**config.mk**
```make
export PLATFORM = sky130hd
export DESIGN_NAME = alu_seq
export DESIGN_NICKNAME = d
export VERILOG_FILES = /design/src/rtl/alu_pkg.sv /design/src/rtl/alu_seq_mul.sv /design/src/rtl/alu_seq.sv
export SDC_FILE = /design/constraint.sdc
export NUM_CORES = 1
export LEC_CHECK = 0
export CORE_ASPECT_RATIO = 0.6
export CORE_MARGIN = 4
export CORE_UTILIZATION = 40
export DETAILED_ROUTE_END_ITERATION = 10
export GPL_TIMING_DRIVEN = 0
export PLACE_DENSITY = 0.77
export RECOVER_POWER = 25
export SYNTH_ARGS = -nofsm -noshare
export SYNTH_HDL_FRONTEND = slang
export SYNTH_SLANG_ARGS = --single-unit
```
**constraint.sdc**
```tcl
create_clock -name clk -period 4.1 [get_ports clk]
set_clock_uncertainty 0.1 [all_clocks]
set_input_delay 0.615 -clock clk [delete_from_list [all_inputs] [get_ports clk]]
set_output_delay 0.615 -clock clk [all_outputs]
set_load 0.005 [all_outputs]
```
**src/rtl/alu_pkg.sv**
```systemverilog
// Shared definitions for the 8-bit ALU, the multi-byte sequencer and the
// calculator controller: opcode encodings and the sequencer state encoding.
package alu_pkg;

  localparam logic [2:0] OP_NOP = 3'd0;
  localparam logic [2:0] OP_ADD = 3'd1;
  localparam logic [2:0] OP_SUB = 3'd2;
  localparam logic [2:0] OP_AND = 3'd3;
  localparam logic [2:0] OP_OR  = 3'd4;
  localparam logic [2:0] OP_MUL = 3'd5;

  typedef enum logic [1:0] {
    ST_IDLE = 2'd0,
    ST_RUN  = 2'd1,
    ST_MUL  = 2'd2,
    ST_DONE = 2'd3
  } state_t;

  // Opcodes that are walked byte by byte through the ALU.
  function automatic logic is_run_op(input logic [2:0] op);
    return (op == OP_ADD) || (op == OP_SUB) || (op == OP_AND) || (op == OP_OR);
  endfunction

  // Opcodes whose carry/borrow is chained from one byte into the next.
  function automatic logic is_chain_op(input logic [2:0] op);
    return (op == OP_ADD) || (op == OP_SUB);
  endfunction

endpackage

```
**src/rtl/alu_seq_mul.sv**
```systemverilog
// Shift-add multiply helper for alu_seq (built only with ALU_SEQ_MUL_EN).
// Holds the multiplicand, the shifting multiplier, the low product byte and
// an 8-iteration down-counter. The high accumulator byte lives in the
// sequencer's registered ALU operand, so this block only supplies the
// operands for the next iteration and the final product.
module alu_seq_mul (
  input  logic        clk,
  input  logic        rst,
  input  logic        i_start,
  input  logic        i_active,
  input  logic [7:0]  i_a,
  input  logic [7:0]  i_b,
  input  logic [7:0]  i_alu_s,
  input  logic        i_alu_co,
  output logic        o_last,
  output logic [7:0]  o_numa_nxt,
  output logic [7:0]  o_numb_nxt,
  output logic [15:0] o_prod_nxt
);

  logic [7:0] r_a;
  logic [7:0] r_b;
  logic [7:0] r_lo;
  logic [2:0] r_cnt;

  // Load operands on start, then shift one multiplier bit per iteration.
  always_ff @(posedge clk) begin
    if (rst) begin
      r_a   <= '0;
      r_b   <= '0;
      r_lo  <= '0;
      r_cnt <= '0;
    end else if (i_start) begin
      r_a   <= i_a;
      r_b   <= i_b;
      r_lo  <= '0;
      r_cnt <= 3'd7;
    end else if (i_active) begin
      r_lo  <= {i_alu_s[0], r_lo[7:1]};
      r_b   <= r_b >> 1;
      r_cnt <= r_cnt - 3'd1;
    end
  end

  // Next-iteration operands and the product as it stands after this add.
  always_comb begin
    o_last     = (r_cnt == 3'd0);
    o_numa_nxt = {i_alu_co, i_alu_s[7:1]};
    o_numb_nxt = r_b[1] ? r_a : 8'h00;
    o_prod_nxt = {i_alu_co, i_alu_s, r_lo[7:1]};
  end

endmodule

```
**src/rtl/alu_seq.sv**
```systemverilog
// Multi-byte operation sequencer driving the 8-bit combinational ALU.
// Optional multiply support is enabled by defining ALU_SEQ_MUL_EN.
//
// state | meaning
// ------+---------------------------------------------------------------
// IDLE  | ready for a request; ALU port driven to zero
// RUN   | one operand byte per cycle on the ALU, carry/borrow chained
// MUL   | 8 shift-add iterations using ALU ADD (ALU_SEQ_MUL_EN only)
// DONE  | result held on out_* until out_ready
module alu_seq
  import alu_pkg::*;
#(
  parameter int NBYTES = 2
) (
  input  logic                clk,
  input  logic                rst,
  input  logic                in_valid,
  output logic                in_ready,
  input  logic [2:0]          in_opt,
  input  logic [8*NBYTES-1:0] in_a,
  input  logic [8*NBYTES-1:0] in_b,
  output logic                out_valid,
  input  logic                out_ready,
  output logic [8*NBYTES-1:0] out_s,
  output logic                out_zero,
  output logic                out_co,
  output logic                out_err,
  output logic [2:0]          alu_opt,
  output logic [7:0]          alu_numa,
  output logic [7:0]          alu_numb,
  output logic                alu_ci,
  input  logic [7:0]          alu_s,
  input  logic                alu_zero,
  input  logic                alu_co
);

  localparam int W = 8 * NBYTES;

  state_t       r_state;
  state_t       w_state_nxt;
  logic [W-1:0] r_a;
  logic [W-1:0] r_b;
  logic [W-1:0] r_s;
  logic [2:0]   r_opt;
  logic [1:0]   r_kleft;
  logic         r_co;
  logic         r_err;
  logic         w_accept;
  logic         w_run_last;
  logic         w_mul_last;
  // Zero is derived from the assembled result, so the ALU's flag is not needed.
  logic         w_unused;

  assign w_unused   = alu_zero;
  assign w_accept   = in_valid && (r_state == ST_IDLE);
  assign w_run_last = (r_kleft == 2'd0);

`ifdef ALU_SEQ_MUL_EN
  logic [7:0]  w_mul_numa;
  logic [7:0]  w_mul_numb;
  logic [15:0] w_mul_prod;

  alu_seq_mul u_mul (
    .clk        (clk),
    .rst        (rst),
    .i_start    (w_accept && (in_opt == OP_MUL)),
    .i_active   (r_state == ST_MUL),
    .i_a        (in_a[7:0]),
    .i_b        (in_b[7:0]),
    .i_alu_s    (alu_s),
    .i_alu_co   (alu_co),
    .o_last     (w_mul_last),
    .o_numa_nxt (w_mul_numa),
    .o_numb_nxt (w_mul_numb),
    .o_prod_nxt (w_mul_prod)
  );
`else
  assign w_mul_last = 1'b0;
`endif

  // State register.
  always_ff @(posedge clk) begin
    if (rst) r_state <= ST_IDLE;
    else     r_state <= w_state_nxt;
  end

  // Next-state logic.
  always_comb begin
    w_state_nxt = r_state;
    case (r_state)
      ST_IDLE: begin
        if (w_accept) begin
          if (is_run_op(in_opt)) w_state_nxt = ST_RUN;
`ifdef ALU_SEQ_MUL_EN
          else if (in_opt == OP_MUL) w_state_nxt = ST_MUL;
`endif
          else w_state_nxt = ST_DONE;
        end
      end
      ST_RUN:  if (w_run_last) w_state_nxt = ST_DONE;
      ST_MUL:  if (w_mul_last) w_state_nxt = ST_DONE;
      ST_DONE: if (out_ready)  w_state_nxt = ST_IDLE;
      default: w_state_nxt = ST_IDLE;
    endcase
  end

  // State-decoded outputs; result registers feed out_* directly.
  always_comb begin
    in_ready  = (r_state == ST_IDLE);
    out_valid = (r_state == ST_DONE);
    out_zero  = (r_state == ST_DONE) && (r_s == '0);
    out_s     = r_s;
    out_co    = r_co;
    out_err   = r_err;
  end

  // Datapath: operand shift registers, result assembly and the registered
  // ALU port. Each ALU operand is loaded one edge ahead of the cycle it is
  // used, so the byte in flight's carry feeds the next byte's ci directly.
  always_ff @(posedge clk) begin
    if (rst) begin
      r_a      <= '0;
      r_b      <= '0;
      r_s      <= '0;
      r_opt    <= OP_NOP;
      r_kleft  <= '0;
      r_co     <= 1'b0;
      r_err    <= 1'b0;
      alu_opt  <= OP_NOP;
      alu_numa <= '0;
      alu_numb <= '0;
      alu_ci   <= 1'b0;
    end else begin
      case (r_state)
        ST_IDLE: begin
          if (w_accept) begin
            r_opt   <= in_opt;
            r_a     <= in_a >> 8;
            r_b     <= in_b >> 8;
            r_s     <= '0;
            r_co    <= 1'b0;
            r_err   <= 1'b1;
            r_kleft <= 2'(NBYTES - 1);
            if (is_run_op(in_opt)) begin
              r_err    <= 1'b0;
              alu_opt  <= in_opt;
              alu_numa <= in_a[7:0];
              alu_numb <= in_b[7:0];
              alu_ci   <= 1'b0;
            end
`ifdef ALU_SEQ_MUL_EN
            else if (in_opt == OP_MUL) begin
              r_err    <= 1'b0;
              alu_opt  <= OP_ADD;
              alu_numa <= 8'h00;
              alu_numb <= in_b[0] ? in_a[7:0] : 8'h00;
              alu_ci   <= 1'b0;
            end
`endif
          end
        end
        ST_RUN: begin
          r_s  <= {alu_s, r_s[W-1:8]};
          r_co <= is_chain_op(r_opt) ? alu_co : 1'b0;
          r_a  <= r_a >> 8;
          r_b  <= r_b >> 8;
          if (w_run_last) begin
            alu_opt  <= OP_NOP;
            alu_numa <= '0;
            alu_numb <= '0;
            alu_ci   <= 1'b0;
          end else begin
            alu_numa <= r_a[7:0];
            alu_numb <= r_b[7:0];
            alu_ci   <= is_chain_op(r_opt) ? alu_co : 1'b0;
            r_kleft  <= r_kleft - 2'd1;
          end
        end
`ifdef ALU_SEQ_MUL_EN
        ST_MUL: begin
          if (w_mul_last) begin
            r_s      <= W'(w_mul_prod);
            alu_opt  <= OP_NOP;
            alu_numa <= '0;
            alu_numb <= '0;
            alu_ci   <= 1'b0;
          end else begin
            alu_numa <= w_mul_numa;
            alu_numb <= w_mul_numb;
          end
        end
`endif
        default: ;
      endcase
    end
  end

endmodule

```
==> Yosys cells after proc, flatten, opt, wreduce, memory -nomap -nowiden <==
Index checks and enable logic that the tools add are counted.
{ "totals": {"out_inout_bits": 41, "ff_bits": 77, "wordCells": 78} }
{ "op_classes": {"mux": 34, "add_sub_neg": 1, "eq_ne": 14, "n_reduce_logical": 16, "n_bitwise": 1} }
{ "op_table": {"columns": ["operator", "n"], "rows": [
  ["$pmux 16 s2", 3],
  ["$mux 16", 3],
  ["$mux 8", 6],
  ["$pmux 8 s2", 2],
  ["$logic_not 16->1", 1],
  ["$mux 2", 6],
  ["$eq 3x2->1 const B", 3],
  ["$mux 3", 3],
  ["$reduce_and 4->1", 2],
  ["$eq 3x1->1 const B", 2],
  ["$mux 1", 6],
  ["$ne 2x1->1 const B", 3],
  ["$pmux 2 s3", 1],
  ["$pmux 3 s2", 1],
  ["$reduce_and 3->1", 2],
  ["$eq 2x2->1 const B", 2],
  ["$logic_not 2->1", 2],
  ["$logic_or 1x1->1", 4],
  ["$ne 2x2->1 const B", 2],
  ["$pmux 1 s2", 2],
  ["$pmux 2 s2", 1],
  ["$reduce_and 2->1", 2],
  ["$eq 3x3->1 const B", 1],
  ["$eq 2x1->1 const B", 1],
  ["4 further kinds", 5]
]} }

==> Logic depth before layout (Yosys ltp) <==
Gate-level depths: netlist (run 1).
{ "logic_depth": {"depth_word": 7, "mapped_depth": 7, "ltp_nobuf": 5} }

==> Worst setup path before layout (run 1) <==
Ideal clock, no wire load.
{ "synth_path": {"path_type": "input -> register", "from": "input port in_opt[0]", "to": "register alu_numa[2]", "path_slack_ps": 2251, "required_ps": 3881, "arrival_time_ps": 1631, "path_buffers": 1, "cell_stages": 5, "path_cell_list": "or3_4 > a31oi_4 > nor2_2 > buf_6 > o221a_1"} }
{ "synth_via": {"elab_chain_cells": 6, "elab_cells_between_ends": 9, "cone_classes": "5 x eq/ne; 4 x reduce/logical"} }
{ "synth_lines": {"columns": ["item", "line_no", "rtl"], "rows": [
  ["start, declared", "alu_seq.sv:19", "input logic [2:0] in_opt,"],
  ["$eq 3x1->1 / $eq 3x2->1 (equally long branches)", "alu_pkg.sv:21", "return (op == OP_ADD) || (op == OP_SUB) || (op == OP_AND) || (op == OP_OR);"],
  ["$logic_or 1x1->1 (2 in a row)", "alu_pkg.sv:21", null],
  ["$logic_or 1x1->1 (*)", "alu_pkg.sv:21", null],
  ["$ne 2x1->1 (no line) (*)", null, null],
  ["$reduce_and 3->1 (no line) (*)", null, null],
  ["end signal, assigned", "alu_seq.sv:147", "alu_numa <= in_a[7:0];"],
  ["end signal, assigned", "alu_seq.sv:173", "alu_numa <= r_a[7:0];"],
  ["end, declared", "alu_seq.sv:29", "output logic [7:0] alu_numa,"]
]} }
Mark *: on every way between the ends. The rest lies on a longest branch, timed or not.
A chain may end at the register's enable or synchronous reset.

==> Final worst setup path (run 1) <==
{ "layout_path": {"from": "register r_state[1]", "to": "output port out_zero"} }
{ "layout_via": {"elab_chain_cells": 2} }
{ "layout_lines": {"columns": ["item", "line_no", "rtl"], "rows": [
  ["start, declared", "alu_seq.sv:39", "state_t r_state;"],
  ["start signal, assigned", "alu_seq.sv:84", "else r_state <= w_state_nxt;"],
  ["$eq 2x2->1", "alu_seq.sv:111", "out_zero = (r_state == ST_DONE) && (r_s == '0);"],
  ["$logic_and 1x1->1", "alu_seq.sv:111", null],
  ["end, declared", "alu_seq.sv:25", "output logic out_zero,"]
]} }
No other way between the ends.

==> results.toml, run 1 <==
[logic_synthesis]
synth-seq-cells = 61
synthDistinctLibCells = 36
synthTopCellsByArea = "dfxtp_1, a22oi_1, o221a_1"
synth_top_family_by_area = "compound AO/OA/AOI/OAI gates"
synthMuxAreaShare_pct = 0.462
synth-xor-area-share_pct = 0.360
ys_seq_area_share_pct = 50.2
synthAdderAreaFrac_pct = 0.514
yosysTopAreaCell = "dfxtp_1"
synth_compound_area_share_pct = 26.4
syn-num-nets = 307
synth_cells = 257
avgSynthCellArea_um2 = 9.47
yosysWarnings = 0
synth.top_cell.area_share_pct = 50.2
syn_area_um2 = 2430
synth-simple-area-share_pct = 17.5

[grt]
use_met1_pct = 25.9
groute.usage.overall_pct = 20.2
grt_max_degree = 11
antenna_found_initial = 0
use_met3_pct = 11.4
gr-total-overflow = 0
grt_pass1_wl_um = 11300
gr-max-usage-layer = "met2"
grt_pass1_vias = 2256
met2_usage_pct = 29.3

[cts]
htree_levels = 3
clk_pin_slew_ps = 70
ctsResizeCount = 0
clk_path_buf_depth = 2
cts_hold_buf = 0
cts-root-buf = "clkbuf_8"
postCtsSetupBuffers = 0
cts_tree = "yes"
clock_latency_ps = 340
cts-buffers-inserted = 9
cts_sinks = 61

[setup_path]
crit_required_ps = 3380
r2r-end = "r_kleft[1]$_SDFFE_PP0P_"
cp_max_fo = 9
critPathArrivalTime_ps = 1900
r2r_start = "r_state[1]$_SDFFE_PP0P_"
r2r_slack_ps = 2140
cp-start-kind = "register"
worst_r2r_path_depth = 6
startpoint = "r_state[1]$_SDFFE_PP0P_"
end_kind = "output pin"
setup.worst_path.class = "register to output pin"
endpoint = "out_zero"

[placed_design]
hpwlAfterDp_um = 5030
portBuffers = 87
post-place-ws_ps = 1490
gp_congestion = 0.839

[sta]
max_slew_margin_pct = 64.3
rsz0062_at_grt = "false"
worst_pin_slew_ps = 535
holdWs_ps = 360
min_period_ps = 2610
final_hold_viol_count = 0
fin_tns_setup_ps = 0
worst_slack_ps = 1490
fmax_mhz = 382
period_share_pct = 63.8
setup_viol = 0
maxSlewViolCount = 0

[drt]
first_iter_violations = 110
firstDrtPassIters = 5
route.detailed.drc = 0
via_per_inst = 5.33
wl_um = 7070
wl_per_cell_um = 16.1
antenna_left = 0
via_count = 2343

[floorplanning]
dieArea_um2 = 7440
die_height_um = 68.4
rows = 21
ioPinCount = 90
die_w_um = 109
core-area_um2 = 5730
start_util_pct = 42.5

[flow_run]
cap_violations = 0

[final_layout]
area_delta_synth_final_pct = 49.0
diodes = 0
multi_input_area_um2 = 1100
drive_above_1_share_pct = 8.06
num-nets-final = 405
seq_area_um2 = 1220
fillers = 529

[min_path]
hp-class = "register to register"

[status]
status = "finished, final reports clean"

[power]
power.density_nw_per_um2 = 442
peakVddDrop_v = 0.000254
p_leak_uw = 0.00134
-- layout make-up --
type / count / share of cell area (%)
tap: 80 / 2.76
buffer: 23 / 2.79
sequential: 61 / 33.7
clock buffer: 12 / 4.28
multi-input combinational: 171 / 30.4
clock inverter: 4 / 1.93
timing repair buffer: 87 / 24.0
inverter: 2 / 0.207
-- logic make-up after synthesis --
group,count (synthesis)
flip-flops,61
buffers and inverters,25
AO/OA/AOI/OAI,83
AND/OR/NAND/NOR,85
XOR/XNOR,1
adder cells (fa/ha/maj),1
multiplexers,1
-- power breakdown --
group	internal (uW)	switching [uW]	leakage, uW
logic	173	156	0.000728
registers	642	29.1	0.000499
clock network	374	230	0.000116
-- layer usage --
metal,wire [um],vias to the layer above
met5,0,-
met4,59,0
met3,755,7
met2,2930,95
met1,3330,1107
li1,-,1134
-- placed cells by master (no fill, tap or decap), types with 4 or more instances in the layout --
cell,count
a21oi_1,23
a22oi_1,32
clkbuf_1,19
clkbuf_8,11
clkdlybuf4s50_1,68
dfxtp_1,61
dlygate4sd3_1,19
nand2_1,10
nand2b_1,18
nor2_1,38
nor4_1,4
o221a_1,13
-- per-stage QoR --
stage / cells / cell area, um^2 / utilization, % / power (uW)
final: 440 / 3630 / 63.3 / 1600
after global routing: 440 / 3630 / 63.3 / 1680
after CTS: 440 / 3630 / 63.4 / 1620
after detailed placement: 424 / 3410 / 59.5 / 1020
after global placement: 424 / 3410 / 59.5 / 1010
after floorplan: 257 / 2430 / - / 851
-- how the worst min path moves through the flow --
stage,start,cells after the start,slack [ps],to
detailed placement,alu_opt[2]$_SDFFE_PP0P_,1,350,alu_opt[2]$_SDFFE_PP0P_
global route,r_opt[0]$_SDFFE_PP0P_,2,390,r_opt[0]$_SDFFE_PP0P_
finish,alu_opt[2]$_SDFFE_PP0P_,1,360,alu_opt[2]$_SDFFE_PP0P_
floorplan,r_opt[2]$_SDFFE_PP0P_,2,340,r_opt[2]$_SDFFE_PP0P_
CTS,r_opt[2]$_SDFFE_PP0P_,2,360,r_opt[2]$_SDFFE_PP0P_
global placement,r_opt[2]$_SDFFE_PP0P_,2,350,r_opt[2]$_SDFFE_PP0P_
-- registers in the layout (all words and copies together), names as in the netlist --
signal and cells:
alu_ci 1, alu_numa 8, alu_numb 8, alu_opt 3
out_co 1, out_err 1, out_s 16, r_a 8
r_b 8, r_kleft 2, r_opt 3, r_state 2
-- worst max-delay path, stage by stage (launching register included) --
cell	delay (ps)
dfxtp_1	320
clkbuf_1	320
and2_1	230
nand2_1	80
nor2_1	100
clkdlybuf4s50_1	530
-- Yosys cell counts --
library cell / count
a211oi_1: 2
a21oi_1: 23
a221oi_1: 1
a22o_1: 3
a22oi_1: 32
a31oi_4: 1
and2_1: 1
buf_2: 5
buf_4: 1
buf_6: 1
clkbuf_1: 16
dfxtp_1: 61
ha_1: 1
inv_1: 2
mux2_2: 1
nand2_1: 10
nand2b_1: 18
nand3_1: 2
nand3b_1: 1
nand4b_1: 2
nor2_1: 38
nor2_2: 1
nor2b_1: 3
nor3_1: 2
nor3b_2: 1
nor4_1: 4
o21ai_1: 1
o21ai_2: 1
o21bai_1: 1
o221a_1: 13
o221a_2: 3
o22ai_1: 1
o2bb2ai_1: 1
or3_4: 1
or3b_1: 1
xor2_1: 1
(Power assumes the default switching activity.)
==> run 2: changes to the inputs <==
--- a/config.mk
+++ b/config.mk
@@ -10,7 +10,7 @@
 export CORE_UTILIZATION = 40
 export DETAILED_ROUTE_END_ITERATION = 10
 export GPL_TIMING_DRIVEN = 0
-export PLACE_DENSITY = 0.77
+export PLACE_DENSITY = 0.8
 export RECOVER_POWER = 25
 export SYNTH_ARGS = -nofsm -noshare
 export SYNTH_HDL_FRONTEND = slang
==> constraint.sdc (replaced) <==
create_clock -name clk -period 2.14 [get_ports clk]
set_clock_uncertainty 0.1 [all_clocks]
set_input_delay 0.321 -clock clk [delete_from_list [all_inputs] [get_ports clk]]
set_output_delay 0.321 -clock clk [all_outputs]
set_load 0.005 [all_outputs]
==> run 2 against run 1 <==
Against the previous run: setup slack got worse by 1300 ps; non-clock buffer count unchanged; sequential share of layout area fell by 0.23 points; sequential power rose by 92%; hold slack got worse by 2.3 ps; cell area up 0.79%; critical path depth is the same; final cell count unchanged; global-route usage is 0.70 points higher; critical endpoint is now alu_numb[2]$_SDFFE_PP0P_; largest cell class unchanged; largest power group unchanged.
==> results.toml, run 2 (synthesis gave the netlist of run 1 again) <==
[cts]
cts_hold_buf = 0
cts_sinks = 61
cts-root-buf = "clkbuf_8"
htree_levels = 3
clock_latency_ps = 340
clk_pin_slew_ps = 70
clk_path_buf_depth = 2
cts_tree = "yes"
cts-buffers-inserted = 9

[floorplanning]
core-area_um2 = 5730
ioPinCount = 90
die_height_um = 68.4
rows = 21
start_util_pct = 42.5
die_w_um = 109
dieArea_um2 = 7440

[setup_path]
worst_r2r_path_depth = 6
cp-start-kind = "input pin"
critPathArrivalTime_ps = 2100
end_kind = "register"
r2r-end = "alu_numb[2]$_SDFFE_PP0P_"
r2r_slack_ps = 260
setup.worst_path.class = "input pin to register"
cp_max_fo = 10
r2r_start = "r_state[1]$_SDFFE_PP0P_"
crit_required_ps = 2270

[min_path]
worstHoldStart = "alu_opt[2]$_SDFFE_PP0P_"
hp-class = "register to register"
hold_depth = 1
min_to = "alu_opt[2]$_SDFFE_PP0P_"

[power]
peakVddDrop_v = 0.000421
p_leak_uw = 0.00137
power.density_nw_per_um2 = 841

[final_layout]
area_delta_synth_final_pct = 50.2
diodes = 0
final_cell_mix = "clkdlybuf4s50_1, dfxtp_1, nor2_1"
layout_commonest_cell = "clkdlybuf4s50_1"
stdcell_count = 440
drive_above_1_share_pct = 9.44
final_cell_area_um2 = 3660
largest_register_ff_count = 16
final_util_pct = 63.8
num-nets-final = 405
fillers = 519

[drt]
route.detailed.drc = 0
antenna_left = 0
firstDrtPassIters = 5
wl_per_cell_um = 16.3
via_per_inst = 5.26
first_iter_violations = 106
via_count = 2316
wl_um = 7150

[grt]
gr-total-overflow = 0
groute.usage.overall_pct = 20.9
grt_pass1_wl_um = 11700
antenna_found_initial = 0
grt_pass1_vias = 2376
grt_max_degree = 11

[placed_design]
hpwlAfterDp_um = 5110
dpl.cell_count = 424
post_dp_cell_area_um2 = 3410
post-place-ws_ps = -183
gp_congestion = 0.797
portBuffers = 87

[sta]
fin_tns_setup_ps = 0
max_slew_margin_pct = 63.1
final_hold_viol_count = 0
rsz0062_at_grt = "false"
worst_pin_slew_ps = 554
setup_viol = 0
period_share_pct = 92.0
worst_slack_ps = 172
min_period_ps = 1970
maxSlewViolCount = 0
fmax_mhz = 508

[status]
status = "finished, final reports clean"

[flow_run]
cap_violations = 0
-- run 2: power by group --
group          switching, uW  total (uW)  internal (uW)
clock                    440        1160            716
combinational            298         632            333
sequential              57.5        1290           1230
total                    796        3080           2280
-- run 2: worst max-delay path: stages --
cell,delay (ps)
clkdlybuf4s50_1,590
nor3b_2,300
nand3_1,350
buf_4,310
o221a_1,230
-- run 2: metrics by stage --
stage	hold WS, ps	total power [uW]
2_1_floorplan	321	1630
3_3_place_gp	351	1940
3_5_place_dp	352	1950
4_1_cts	364	3120
5_1_grt	377	3230
6_report	357	3080
-- run 2: layout make-up --
cell class | instances | area [um^2] | share of cell area, %
plain buffers | 23 | 111 | 3.04
clock buffers | 12 | 155 | 4.24
clock inverters | 4 | 70.1 | 1.92
inverters | 2 | 7.51 | 0.205
multi-input cells | 171 | 1120 | 30.7
flip-flops and latches | 61 | 1220 | 33.4
well taps | 80 | 100 | 2.74
repair buffers | 87 | 870 | 23.8
-- run 2: what timing repair did --
action / 4_1_cts / 5_1_grt
gates resized for setup: 8 / 0
endpoints found under the setup margin: 1 / 0
buffers inserted: 0 / 0
-- run 2: metal layers --
layer / vias up / wire (um) / global-route usage, %
li1: 1139 / - / -
met1: 1083 / 3300 / 26.0
met2: 84 / 3110 / 32.8
met3: 10 / 650 / 8.48
met4: 0 / 93 / 8.03
met5: - / 0 / 0
-- run 2: worst max-delay path by stage --
stage	from	end	slack, ps	depth (start not counted)
after floorplan	in_opt[0]	alu_numa[2]$_SDFFE_PP0P_	580	5
after global placement	in_valid	alu_numb[2]$_SDFFE_PP0P_	-130	5
after detailed placement	in_valid	alu_numb[7]$_SDFFE_PP0P_	-180	5
after CTS	r_state[0]$_SDFFE_PP0P_	out_valid	170	3
after global routing	in_valid	alu_numb[1]$_SDFFE_PP0P_	80	5
final	in_valid	alu_numb[2]$_SDFFE_PP0P_	170	5
==> run 3: changes to the inputs <==
--- a/config.mk
+++ b/config.mk
@@ -10,8 +10,10 @@
 export CORE_UTILIZATION = 40
 export DETAILED_ROUTE_END_ITERATION = 10
 export GPL_TIMING_DRIVEN = 0
+export MAX_ROUTING_LAYER = met4
 export PLACE_DENSITY = 0.8
 export RECOVER_POWER = 25
+export REMOVE_ABC_BUFFERS = 1
 export SYNTH_ARGS = -nofsm -noshare
 export SYNTH_HDL_FRONTEND = slang
 export SYNTH_SLANG_ARGS = --single-unit
==> run 3 against run 2 <==
Against the previous run: setup slack lost 36 ps; register-to-register slack improved by 20 ps; critical path depth down 3; utilization is 1.1 points lower; first-iteration DRC count shrank 9.4%; non-clock buffer count down 18; sequential power about the same; flip-flop and latch count unchanged; count of clock-buffer cells in the layout fell by 1; die area did not move; via count decreased by 3.2%; global-route usage shrank 0.88 points.
==> results.toml, run 3 (synthesis gave the netlist of run 1 again) <==
[sta]
max_slew_margin_pct = 44.7
worst_slack_ps = 135
period_share_pct = 93.7
setup_viol = 0
fmax_mhz = 499
worst_pin_slew_ps = 827
final_hold_viol_count = 0
rsz0062_at_grt = "false"
holdWs_ps = 257
maxSlewViolCount = 0
min_period_ps = 2000

[drt]
firstDrtPassIters = 4
via_per_inst = 5.30
via_count = 2242
first_iter_violations = 96
antenna_left = 0
route.detailed.drc = 0
wl_um = 6700
wl_per_cell_um = 15.8

[setup_path]
critPathMaxStageDelay_ps = 520
cpLargestDelayFamily = "buffers and inverters"
critPathArrivalTime_ps = 1580
cp_max_fo = 10
cp-start-kind = "register"
worstPathCellList = "and2_1 > clkdlybuf4s50_1"
end_kind = "output pin"
critPathSlowestCell = "clkdlybuf4s50_1"
path_buf_inv = 1
crit_required_ps = 1720
setup.worst_path.class = "register to output pin"

[power]
power_switching_uw = 774
combPwrFrac_pct = 22.4
p_seq_share_pct = 47.2
intPower_uw = 1990
power.density_nw_per_um2 = 769
finalPower_uw = 2760
p_leak_uw = 0.00135
peakVddDrop_v = 0.000447
netSwitchingFraction_pct = 28.0
clkPwrFrac_pct = 30.3

[cts]
cts_tree = "yes"
cts_sinks = 61
htree_levels = 3
clock_latency_ps = 340
cts-root-buf = "clkbuf_8"
cts-buffers-inserted = 9
clk_path_buf_depth = 2
clk_pin_slew_ps = 60

[flow_run]
cap_violations = 0

[placed_design]
gp_congestion = 0.702
post-place-ws_ps = -1550
hpwlAfterDp_um = 4420
portBuffers = 88
post_dp_cell_area_um2 = 3390

[final_layout]
final_cell_mix = "clkdlybuf4s50_1, dfxtp_1, nor2_1"
fillers = 502
diodes = 0
layout_commonest_cell = "clkdlybuf4s50_1"
final_util_pct = 62.7
drive_above_1_share_pct = 10.2
area_delta_synth_final_pct = 47.6
num-nets-final = 388
largest_register_ff_count = 16
final_cell_area_um2 = 3590

[floorplanning]
ioPinCount = 90
die_height_um = 68.4
rows = 21
core-area_um2 = 5730
start_util_pct = 42.5
dieArea_um2 = 7440
die_w_um = 109

[min_path]
hp-class = "input pin to register"

[grt]
groute.usage.overall_pct = 20.0
antenna_found_initial = 0
grt_max_degree = 48
gr-total-overflow = 0
grt_pass1_vias = 2268
grt_pass1_wl_um = 11000

[status]
status = "finished, final reports clean"
==> run 3: cell types whose count changed in the layout (fill, tap and decap cells not counted), moves of 2 or more <==
cell | previous run | this run
clkbuf_1 | 18 | 2
nor4_2 | 3 | 1
nor4_1 | 1 | 3
buf_16 | 0 | 2
clkbuf_8 | 11 | 9
clkinv_2 | 2 | 4
bufinv_16 | 2 | 0
buf_6 | 2 | 0
==> run 3: final cells by class <==
| class | count | area, um^2 | area share [%] |
|---|---|---|---|
| flip-flops and latches | 61 | 1230 | 34.1 |
| multi-input cells | 172 | 1140 | 31.8 |
| repair buffers | 92 | 957 | 26.6 |
| clock buffers | 11 | 131 | 3.66 |
| well taps | 80 | 100 | 2.79 |
| clock inverters | 5 | 27.5 | 0.766 |
| inverters | 2 | 7.51 | 0.209 |
==> run 3: worst paths after layout <==
check                               start                 endpoint  slack [ps]  cells after the start
hold reg to reg       out_co$_SDFFE_PP0P_      out_co$_SDFFE_PP0P_         360                      2
setup / recovery  r_state[1]$_SDFFE_PP0P_                out_valid         140                      2
setup reg to reg  r_state[0]$_SDFFE_PP0P_  r_kleft[1]$_SDFFE_PP0P_         280                      4
hold / removal                        rst   out_s[13]$_SDFFE_PP0P_         260                      2
==> run 3: what timing repair did <==
item | 4_1_cts | 5_1_grt
endpoints found under the hold margin | 0 | 0
hold buffers | 0 | 0
endpoints found under the setup margin | 41 | 0
buffers inserted | 1 | 0
resized for setup | 8 | 0
==> run 3: metrics by stage <==
step / TNS, ps / std cells
finish: 0 / 423
global route: 0 / 423
CTS: 0 / 423
detailed placement: -34950 / 405
global placement: -74040 / 402
floorplan: -4040 / 234
==> run 3: metal layers <==
metal	up-vias	routed length, um	share of wire, %	track usage, %
met5	-	0	0	-
met4	0	11	0.16	4.88
met3	2	618	9.2	7.73
met2	84	2980	44	29.6
met1	1056	3090	46	25.9
li1	1100	-	-	-
==> run 3: worst register-to-register path: cells and delay by family, from the launching register on <==
kind             cells  cell delay, ps
AND/OR/NAND/NOR      3             880
flip-flops           1             460
multiplexers         1             370
==> run 3: power groups by stage <==
stage	registers, uW	clock network, uW	logic, uW
2_1_floorplan	1320	0	269
3_3_place_gp	1320	0	583
3_5_place_dp	1320	0	627
4_1_cts	1310	860	645
5_1_grt	1320	915	682
6_report	1310	837	620
